File: src/rtl/instr_encoder.sv
// MIPS instruction encoder/loader: packs symbolic instruction requests into
// 32-bit MIPS words and writes them to consecutive instruction-memory addresses.
module instr_encoder #(
    parameter int ADDR_W = 10,
    parameter int DEPTH  = 1024,
    parameter int BASE   = 0
) (
    input  logic              clk,
    input  logic              rst,
    input  logic              req_valid,
    output logic              req_ready,
    input  logic [2:0]        req_kind,
    input  logic [4:0]        req_rs,
    input  logic [4:0]        req_rt,
    input  logic [4:0]        req_rd,
    input  logic [15:0]       req_imm,
    input  logic [ADDR_W-1:0] req_target,
    output logic              imem_we,
    output logic [ADDR_W-1:0] imem_addr,
    output logic [31:0]       imem_wdata,
    output logic [ADDR_W:0]   count,
    output logic              full,
    output logic              err,
    output logic              state_dbg
);

    localparam logic [2:0] KIND_ADD  = 3'd0;
    localparam logic [2:0] KIND_SUB  = 3'd1;
    localparam logic [2:0] KIND_ADDI = 3'd2;
    localparam logic [2:0] KIND_LW   = 3'd3;
    localparam logic [2:0] KIND_SW   = 3'd4;
    localparam logic [2:0] KIND_BEQ  = 3'd5;
    localparam logic [2:0] KIND_J    = 3'd6;
    localparam logic [2:0] KIND_ILL  = 3'd7;

    localparam logic [ADDR_W:0]   DEPTH_C = DEPTH[ADDR_W:0];
    localparam logic [ADDR_W-1:0] BASE_A  = BASE[ADDR_W-1:0];

    typedef enum logic {
        IDLE  = 1'b0,
        WRITE = 1'b1
    } state_t;

    state_t             state;
    state_t             state_nxt;
    logic               accept;
    logic               legal;
    logic [ADDR_W-1:0]  pc_addr;
    logic [15:0]        beq_off;
    logic [31:0]        enc_word;

    // Handshake: a request transfers on a posedge where req_valid && req_ready;
    // all req_* fields are sampled on that edge. There is no buffering, so
    // req_valid may drop at any time while req_ready is low.

    // State register
    always_ff @(posedge clk) begin
        if (rst) begin
            state <= IDLE;
        end else begin
            state <= state_nxt;
        end
    end

    // Next-state logic: an illegal kind is consumed without leaving IDLE
    always_comb begin
        state_nxt = state;
        case (state)
            IDLE:    if (accept && legal) state_nxt = WRITE;
            WRITE:   state_nxt = IDLE;
            default: state_nxt = IDLE;
        endcase
    end

    // Output / handshake logic
    always_comb begin
        full      = (count == DEPTH_C);
        req_ready = (state == IDLE) && !full && !rst;
        accept    = req_valid && req_ready;
        legal     = (req_kind != KIND_ILL);
        state_dbg = state;
    end

    // Branch offset is relative to the instruction after the BEQ itself
    always_comb begin
        pc_addr  = BASE_A + count[ADDR_W-1:0];
        beq_off  = 16'(req_target) - 16'(pc_addr) - 16'd1;
        enc_word = 32'h0;
        case (req_kind)
            KIND_ADD:  enc_word = {6'h00, req_rs, req_rt, req_rd, 5'd0, 6'h20};
            KIND_SUB:  enc_word = {6'h00, req_rs, req_rt, req_rd, 5'd0, 6'h22};
            KIND_ADDI: enc_word = {6'h08, req_rs, req_rt, req_imm};
            KIND_LW:   enc_word = {6'h23, req_rs, req_rt, req_imm};
            KIND_SW:   enc_word = {6'h2B, req_rs, req_rt, req_imm};
            KIND_BEQ:  enc_word = {6'h04, req_rs, req_rt, beq_off};
            KIND_J:    enc_word = {6'h02, 26'(req_target)};
            default:   enc_word = 32'h0;
        endcase
    end

    // Write port and bookkeeping; address/data hold between writes
    always_ff @(posedge clk) begin
        if (rst) begin
            imem_we    <= 1'b0;
            imem_addr  <= BASE_A;
            imem_wdata <= 32'h0;
            count      <= '0;
            err        <= 1'b0;
        end else begin
            imem_we <= accept && legal;
            if (accept && legal) begin
                imem_addr  <= pc_addr;
                imem_wdata <= enc_word;
            end
            if (accept && !legal) begin
                err <= 1'b1;
            end
            if (state == WRITE) begin
                count <= count + 1'b1;
            end
        end
    end

endmodule

File: config.mk
export PLATFORM = sky130hd
export DESIGN_NAME = instr_encoder
export DESIGN_NICKNAME = d
export VERILOG_FILES = /design/src/rtl/instr_encoder.sv
export SDC_FILE = /design/constraint.sdc
export NUM_CORES = 1
export LEC_CHECK = 0
export ABC_AREA = 1
export CAP_MARGIN = 15
export CORE_MARGIN = 2
export CORE_UTILIZATION = 49
export DETAILED_ROUTE_END_ITERATION = 8
export PLACE_DENSITY = 0.89
export SYNTH_ARGS = -nofsm -noshare
export SYNTH_HDL_FRONTEND = slang
export SYNTH_SLANG_ARGS = --single-unit
File: constraint.sdc
create_clock -name clk -period 4.3 [get_ports clk]
set_input_delay 0.86 -clock clk [delete_from_list [all_inputs] [get_ports clk]]
set_output_delay 0.86 -clock clk [all_outputs]
set_load 0.1 [all_outputs]
==> results of run 1 <==
## worst max-delay path, cell delays in order
cell	delay, ns
sky130_fd_sc_hd__clkdlybuf4s50_1	0.47
sky130_fd_sc_hd__inv_1	0.07
sky130_fd_sc_hd__ha_1	0.22
sky130_fd_sc_hd__fa_1	0.51
sky130_fd_sc_hd__ha_1	0.18
sky130_fd_sc_hd__a21boi_1	0.20
sky130_fd_sc_hd__nand3_1	0.12
sky130_fd_sc_hd__nor2_1	0.14
sky130_fd_sc_hd__nand2_1	0.12
sky130_fd_sc_hd__nor2_2	0.16
sky130_fd_sc_hd__nand2_1	0.06
sky130_fd_sc_hd__nand2_1	0.05
sky130_fd_sc_hd__nand3_1	0.07
sky130_fd_sc_hd__a21oi_1	0.12
## final cells by class
type,count,area (um2),share of cell area [%]
sequential,54,1080,25.6
clock inverter,2,38.8,0.918
inverter,54,203,4.80
timing repair buffer,104,1030,24.5
clock buffer,6,82.6,1.95
multi-input combinational,330,1690,40.1
tap,75,93.8,2.22
## layer usage
layer / global-route usage (%) / routed length (um) / up-vias
met4: 5.66 / 113 / 0
met2: 44.0 / 4300 / 133
li1: - / - / 1682
met5: 0 / 0 / -
met1: 33.7 / 4030 / 1507
met3: 4.87 / 570 / 16
## worst paths after layout
check                   end  slack, ns  cells past startpoint
max reg2reg  imem_wdata[27]       1.47                      9
min reg2reg  imem_wdata[16]       0.47                      2
min          imem_wdata[16]       0.47                      2
max          imem_wdata[10]       1.19                     14
## placed cells by master (no fill, tap or decap), drive strengths merged
cell             n
nand4            5
conb             1
nor2            36
a21boi           1
nand3           22
nor3            13
buf              3
bufinv           1
xor2             1
inv             55
o21a             1
nand2          118
or2              3
o21bai           1
ha              13
dfxtp           54
nand3b           4
a21oi           51
o21ai           38
xnor2            3
clkbuf           6
a211oi           5
and3             2
a22o             5
fa               1
clkdlybuf4s50  101
a31oi            6
## through the flow
stage	utilization, %	power, mW	setup slack (ns)	instances
finish	70.9	1.34	1.19	625
global route	70.9	1.40	1.03	625
CTS	70.9	1.34	1.24	625
detailed placement	68.9	0.984	0.924	617
global placement	68.9	0.977	1.00	617
floorplan	-	0.859	0.452	453
## registers in the layout, summed over array words and instances (netlist names)
| signal | count |
|---|---|
| state_dbg | 1 |
| imem_addr | 10 |
| count | 11 |
| err | 1 |
| imem_wdata | 30 |
| imem_we | 1 |
## kinds of logic after synthesis
logic type	after synthesis
buffers and inverters	69
AO/OA/AOI/OAI	108
adder cells (fa/ha/maj)	14
other	1
XOR/XNOR	4
flip-flops	54
AND/OR/NAND/NOR	203
## where the power goes
group / switching [mW] / internal (mW) / leakage, nW / total [mW]
combinational: 0.310 / 0.129 / 1.25 / 0.439
sequential: 0.0153 / 0.524 / 0.440 / 0.539
clock: 0.175 / 0.192 / 0.0618 / 0.367
==> results, run 1 <==
- The flow ran to the end, and the final reports show no timing, DRC or antenna violations.
- The total of flip-flops plus latches after synthesis is 54.
- The worst setup path is launched from a primary input.
- The final-stage net count is 610.
- The worst hold path belongs to the class reg2reg.
- For this run, asynchronously set or reset flops after synthesis account for 0%.
- The placement-stage cell area is 4100 um2.
- In the routed design, unresolved DRC markers number 0.
- For the worst-skew pair, the clock arrives at the later sink with an insertion delay of ~0.31 ns.
- The area share of the leading cell type in the synthesized netlist is a little over a third.
- The cell at the root of the clock tree is sky130_fd_sc_hd__clkbuf_8.
- The start-to-end type of the worst setup path is in2reg.
- The most used flip-flop cell after synthesis is sky130_fd_sc_hd__dfxtp_1.
- For this run, the register share of the synthesized area comes to 35.4%.
- Entering global routing, the biggest net connects 47 pins.
- The core region is 5960 um2.
- Dividing the final minimum period by the clock period gives 72.2%.
- The average routed wire per standard cell is 14.4 um.
- The congestion estimate from routability-driven global placement came to 0.932.
- The total number of clock tree sinks is 54.
- The highest clock frequency the design can meet is 0.322 GHz.
- In this run the tool buffered the top-level ports with 103 buffer cells.
- The post-layout instance area is 4230 um2.
- For the final database, setup skew stands at 0.0115 ns.
- Yosys attributes the largest share of cell area to sky130_fd_sc_hd__dfxtp_1 (35%), sky130_fd_sc_hd__nand2_1 (14%), sky130_fd_sc_hd__a21oi_1 (8.4%).
- In the synthesized netlist, the cells that appear most often are sky130_fd_sc_hd__nand2_1 (115), sky130_fd_sc_hd__dfxtp_1 (54), sky130_fd_sc_hd__inv_1 (53).
- The worst hold path begins at imem_wdata[16].
- The final count of pins violating max slew was 0.
- The final count of hold timing violations is 0.
- The number of cells produced by synthesis is 453.
- The number of standard-cell rows in the floorplan is 28.
- Summing the areas of all and, or, nand and nor instances in the mapped netlist gives 29.0% of the synthesized area.
- The critical path required time is 4.55 ns.
- The floorplan die area is ~6900 um2.
- The synthesized design contains 0 enable-type register cells.
- The ratio of cells with drive above 1 in the final layout is 4.36%.
- TritonCTS built the clock tree.
- The H-tree was split into 2 levels.
- The number of hold buffers added after CTS was 0.
- The reported leakage power is 1.75 nW.
- The worst hold margin is between 0.4 and 0.5 ns.
- Yosys instantiated no cell more often than sky130_fd_sc_hd__nand2_1.
- The first global-routing pass estimated 14.8 mm of wire.
- The highest ir drop seen on vdd is between 0.2 and 0.25 mV.
- The filler cells instantiated in the layout total 509.
- Dividing the detail-routed via count by the number of cells gives about 5.3.
- The synthesized cell area is 3050 um2.
- For the pin with the worst max-slew slack, the measured transition is 1.00 ns.
- Data on the critical path arrives at its endpoint at about 3.4 ns.
- The antenna diode count is 0.
- The via count of the first global-routing pass came to 3098.
- The via count of the routed design is 3338.
- Setup repair after global routing left no endpoint under its margin.
- From left edge to right edge, the die measures 82.9 um.
- Measured against its own limit, the worst slew margin works out to ~33%.
- Of the total synthesized cell area, the portion taken by XOR and XNOR cells is 1.15%.
- After clock tree synthesis, the setup repair step added 0 buffers.
- The share of the synthesized area in compound gates (AO/OA/AOI/OAI) is 19.2%.
- The reg-to-reg critical path startpoint is count[1].
- The fraction of the mapped netlist area in adder cells is around 6%.
- The most critical setup path has its startpoint at req_target[0].
- The half-perimeter wire length after placement is 6.81 mm.
- The combinational family with the most area after synthesis is simple AND/OR/NAND/NOR gates.
- During synthesis, Yosys emitted a total of 0 warnings.
- The number of gates resized after CTS is 0.
- The initial antenna violation count is 0.
- For this design the ratio of total power to cell area is 318 nW/um2.
- Global routing used 25.7% of the available tracks across all layers.
- In this run the count of I/O pins placed on the die edge is ~110.
- The starting density of the core is between 50% and 60%.
- The number of antenna-violating nets in the routed design is 0.
- The multiplexer area fraction after synthesis is 0%.
- The number of nets handed over by synthesis was slightly above 500.
- The critical path endpoint category is a register.
- Clock-pin slew was measured on the worst setup and hold paths at 0.11 ns.
- The number of library cell types mapped by synthesis is 34.
- Setup violations remaining at the end of the flow were counted as 0.
- The overall overflow remaining after global route is 0.
- The CTS buffer count is 5.
- The clock tree buffer depth is 2.
- The die is 82.9 um tall.
- After detailed routing, the total wire length is between 9 and 10 mm.
- Before antenna repair, the detailed router went through 5 iterations.
- Averaged over all synthesized cells, the footprint is 6.73 um2.
- The number of max-capacitance violations reported is 0.
- The biggest area contributor in the post-synthesis netlist is sky130_fd_sc_hd__dfxtp_1.
- The post-synthesis to final-layout area growth is 38.5%.
- The first routing iteration left between 150 and 200 violations.
- The clock period minus final worst setup slack is 3.11 ns.
- The sum of negative setup slack is 0 ns.
- The highest fanout seen on the critical path is 3.
Note: power is estimated with default switching activity, not from simulation.
==> run 2, diff against run 1 <==
- CORE_UTILIZATION: 49 -> 41
- PLACE_DENSITY: 0.89 -> 0.79
- clock period: 4.3 -> 2.8 ns (I/O delays scaled with it)
==> run 2 against run 1 <==
- global-route usage decreased by 3.8 points
- largest cell class unchanged
- final area is 0.89% higher
- worst hold slack improved by 0.0023 ns
==> results, run 2 (synthesized netlist as in run 1, its figures left out) <==
- The run finished with clean final reports.
- The sum of negative setup slack is 0 ns (unchanged).
- The placement-stage cell area came to 4110 um2 (+0.15%).
- The register-to-register setup slack came to 0.52 ns (-0.95 ns).
- The average routed wire per standard cell is 13.7 um (-5.0%).
- The worst path uses 95.2% of the clock period.
- The most frequent standard cell in the layout excluding fill and tap cells is sky130_fd_sc_hd__nand2_1.
- The CTS buffer count is 5 (unchanged).
- The die outline width is 90.3 um (+8.9%).
- The first-pass GRT wire length was 14.7 mm (-0.19%).
- The worst setup path is of the in2reg kind.
- The flip-flop count of the largest register after layout was 30 (unchanged).
- In this run the most critical hold path is launched from imem_wdata[21].
- The busiest metal layer after global routing is met2.
- The arrival time of the worst setup path is 2.91 ns (-0.44 ns).
- The overall routed net length is 9.02 mm (about the same).
- The placeable core region is 7210 um2 (+21%).
- The areal power density over the cells is 476 nW/um2 (+50%).
- TritonCTS built the clock tree.
- The path depth of the worst reg2reg path is 12 (+3).
- The highest fanout seen on the critical path was 3 (unchanged).
- The number of iterations in the first detailed-routing pass is 4 (-1).
- The worst hold path endpoint is imem_wdata[21].
- The latest clock arrival within the worst-skew pair is 0.31 ns (about the same).
- The clock tree buffer depth is 2 (unchanged).
- The tree is rooted in a sky130_fd_sc_hd__clkbuf_8.
- The I/O pin count is 105 (unchanged).
- The initial antenna violation count came to 0 (unchanged).
- The highest ir drop seen on vdd is 0.252 mV (+8.0%).
- The ratio of cells with drive above 1 in the final layout came to 19.7% (+15 points).
- The transition time at the pin with the least slew margin is 0.879 ns (-0.122 ns).
- The global-route total usage across every layer is 22.0% (-3.8 points).
- The count of buffers from port buffering is 103 (unchanged).
- The clock slew seen by the registers of the worst setup and hold paths is 0.10 ns (about the same).
- The worst setup path is captured at a register.
- The overall overflow remaining after global route was 0 (unchanged).
- The post-layout instance area is 4260 um2 (+0.89%).
- The via density per instance is 5.05 (-5.4%).
- The clock skew is 0.00678 ns (-0.00468 ns).
- The met2 track demand over resource is 37.5% (-6.5 points).
- Based on the critical path, the design can be clocked at up to about 0.37 GHz.
- The final count of pins violating max slew came to 0 (unchanged).
- The number of max-capacitance violations reported came to 0 (unchanged).
- The via count of the first global-routing pass is 3057 (-1.3%).
- The number of antenna-violating nets in the routed design came to 0 (unchanged).
- The via count of the routed design is 3323 (-0.45%).
- The final-stage net count is 619 (+1.5%).
- The worst register-to-register path ends at imem_wdata[10].
- The total of fill cells in the finished design is 668 (+31%).
- The largest registers in the layout are imem_wdata: 30 flops, count: 11 flops, imem_addr: 10 flops.
- The floorplan die area came to 8150 um2 (+19%).
- The pin count of the biggest net entering global routing came to 47 (unchanged).
- The met1 routing resource usage after global routing came to 28.0% (-5.7 points).
- The half-perimeter wire length after placement is 6.95 mm (+2.0%).
- The y dimension of the die is 90.3 um (+8.9%).
- The H-tree depth came to 2 (unchanged).
- The critical path required time is 3.05 ns (-1.50 ns).
- The worst-case headroom to the max-slew limit is 41.3% (+8.3 points).
- The number of standard-cell rows in the floorplan came to 31 (+11%).
- The starting density of the core is 42.3% (-8.9 points).
- Leaving out fill and tap cells, the most frequent cells in the layout are sky130_fd_sc_hd__nand2_1 (113), sky130_fd_sc_hd__buf_4 (66), sky130_fd_sc_hd__inv_1 (51).
- The count of final setup violators is 0 (unchanged).
- The final count of hold timing violations is 0 (unchanged).
- The register bank with the most flops is imem_wdata.
- The reported leakage power was 1.90 nW (+8.5%).
- The tightest min-delay check is of the reg2reg type.
- The antenna diode count was 0 (unchanged).
- The final routed DRC violation total was 0 (unchanged).
- The first-iteration detailed-routing DRC count came to 188 (-3.1%).
- The number of stages on the worst hold path is 2 (unchanged).
- Compared with the post-synthesis result, the final layout area differs by 39.7%.
- The smallest clock period supported by the final layout is computed as between 2 and 3 ns.
- The met3 capacity usage during global routing came to 4.59% (-0.28 points).
- The total number of clock tree sinks was 54 (unchanged).
- The final RePlAce weighted congestion is 0.912 (-2.2%).
- The startpoint identified for the worst register-to-register timing path is count[0].
- STA classifies the critical path startpoint as a primary input.
## run 2: routing by layer
metal	part of all wire [%]	vias to the layer above	routed length, um
met2	48	92	4350
met3	5.3	15	481
met4	2.0	0	177
li1	-	1698	-
met1	44	1518	4010
met5	0	-	0
## run 2: worst max-delay path by stage
stage                   from              to  slack [ns]  cells past startpoint
3_3_place_gp   req_target[0]  imem_wdata[10]       -0.18                     14
4_1_cts        req_target[0]  imem_wdata[10]        0.06                     14
2_1_floorplan       count[1]  imem_wdata[17]       0.004                      9
3_5_place_dp   req_target[0]  imem_wdata[10]       -0.26                     14
6_report       req_target[0]  imem_wdata[10]        0.13                     14
5_1_grt        req_target[0]  imem_wdata[10]      -0.002                     14
## run 2: what timing repair did
item | CTS | global route
setup buffers | 0 | 2
setup endpoints to repair | 0 | 8
hold endpoints to repair | 0 | 0
hold buffers | 0 | 0
resized for setup | 0 | 10
## run 2: critical path: stages
cell,delay [ns]
sky130_fd_sc_hd__clkdlybuf4s50_1,0.46
sky130_fd_sc_hd__inv_1,0.05
sky130_fd_sc_hd__ha_2,0.20
sky130_fd_sc_hd__fa_2,0.54
sky130_fd_sc_hd__ha_1,0.16
sky130_fd_sc_hd__a21boi_2,0.17
sky130_fd_sc_hd__nand3_1,0.12
sky130_fd_sc_hd__nor2_2,0.14
sky130_fd_sc_hd__nand2_2,0.10
sky130_fd_sc_hd__nor2_4,0.11
sky130_fd_sc_hd__nand2_1,0.06
sky130_fd_sc_hd__nand2_1,0.06
sky130_fd_sc_hd__nand3_1,0.07
sky130_fd_sc_hd__a21oi_1,0.12
## run 2: layout make-up
| class | count | area, um2 | area share (%) |
|---|---|---|---|
| clock buffer | 6 | 72.6 | 1.70 |
| inverter | 54 | 205 | 4.81 |
| multi-input combinational | 330 | 1740 | 40.8 |
| sequential | 54 | 1110 | 26.0 |
| clock inverter | 2 | 36.3 | 0.851 |
| tap | 99 | 124 | 2.91 |
| timing repair buffer | 113 | 976 | 22.9 |
## run 2: per-stage QoR
stage / hold WS, ns / util, % / setup slack [ns] / total power, mW / cells
3_5_place_dp: 0.460 / 57.0 / -0.263 / 1.51 / 648
2_1_floorplan: 0.632 / - / 0.00357 / 1.32 / 453
6_report: 0.472 / 59.1 / 0.133 / 2.03 / 658
3_3_place_gp: 0.452 / 57.0 / -0.182 / 1.50 / 648
4_1_cts: 0.475 / 58.5 / 0.0595 / 2.03 / 656
5_1_grt: 0.502 / 59.1 / -0.00226 / 2.12 / 658
## run 2: power breakdown
group          switching, mW  leakage (nW)  internal (mW)
Sequential            0.0233         0.447          0.800
Clock                  0.260        0.0557          0.268
Combinational          0.480          1.40          0.199
Total                  0.763          1.90           1.27
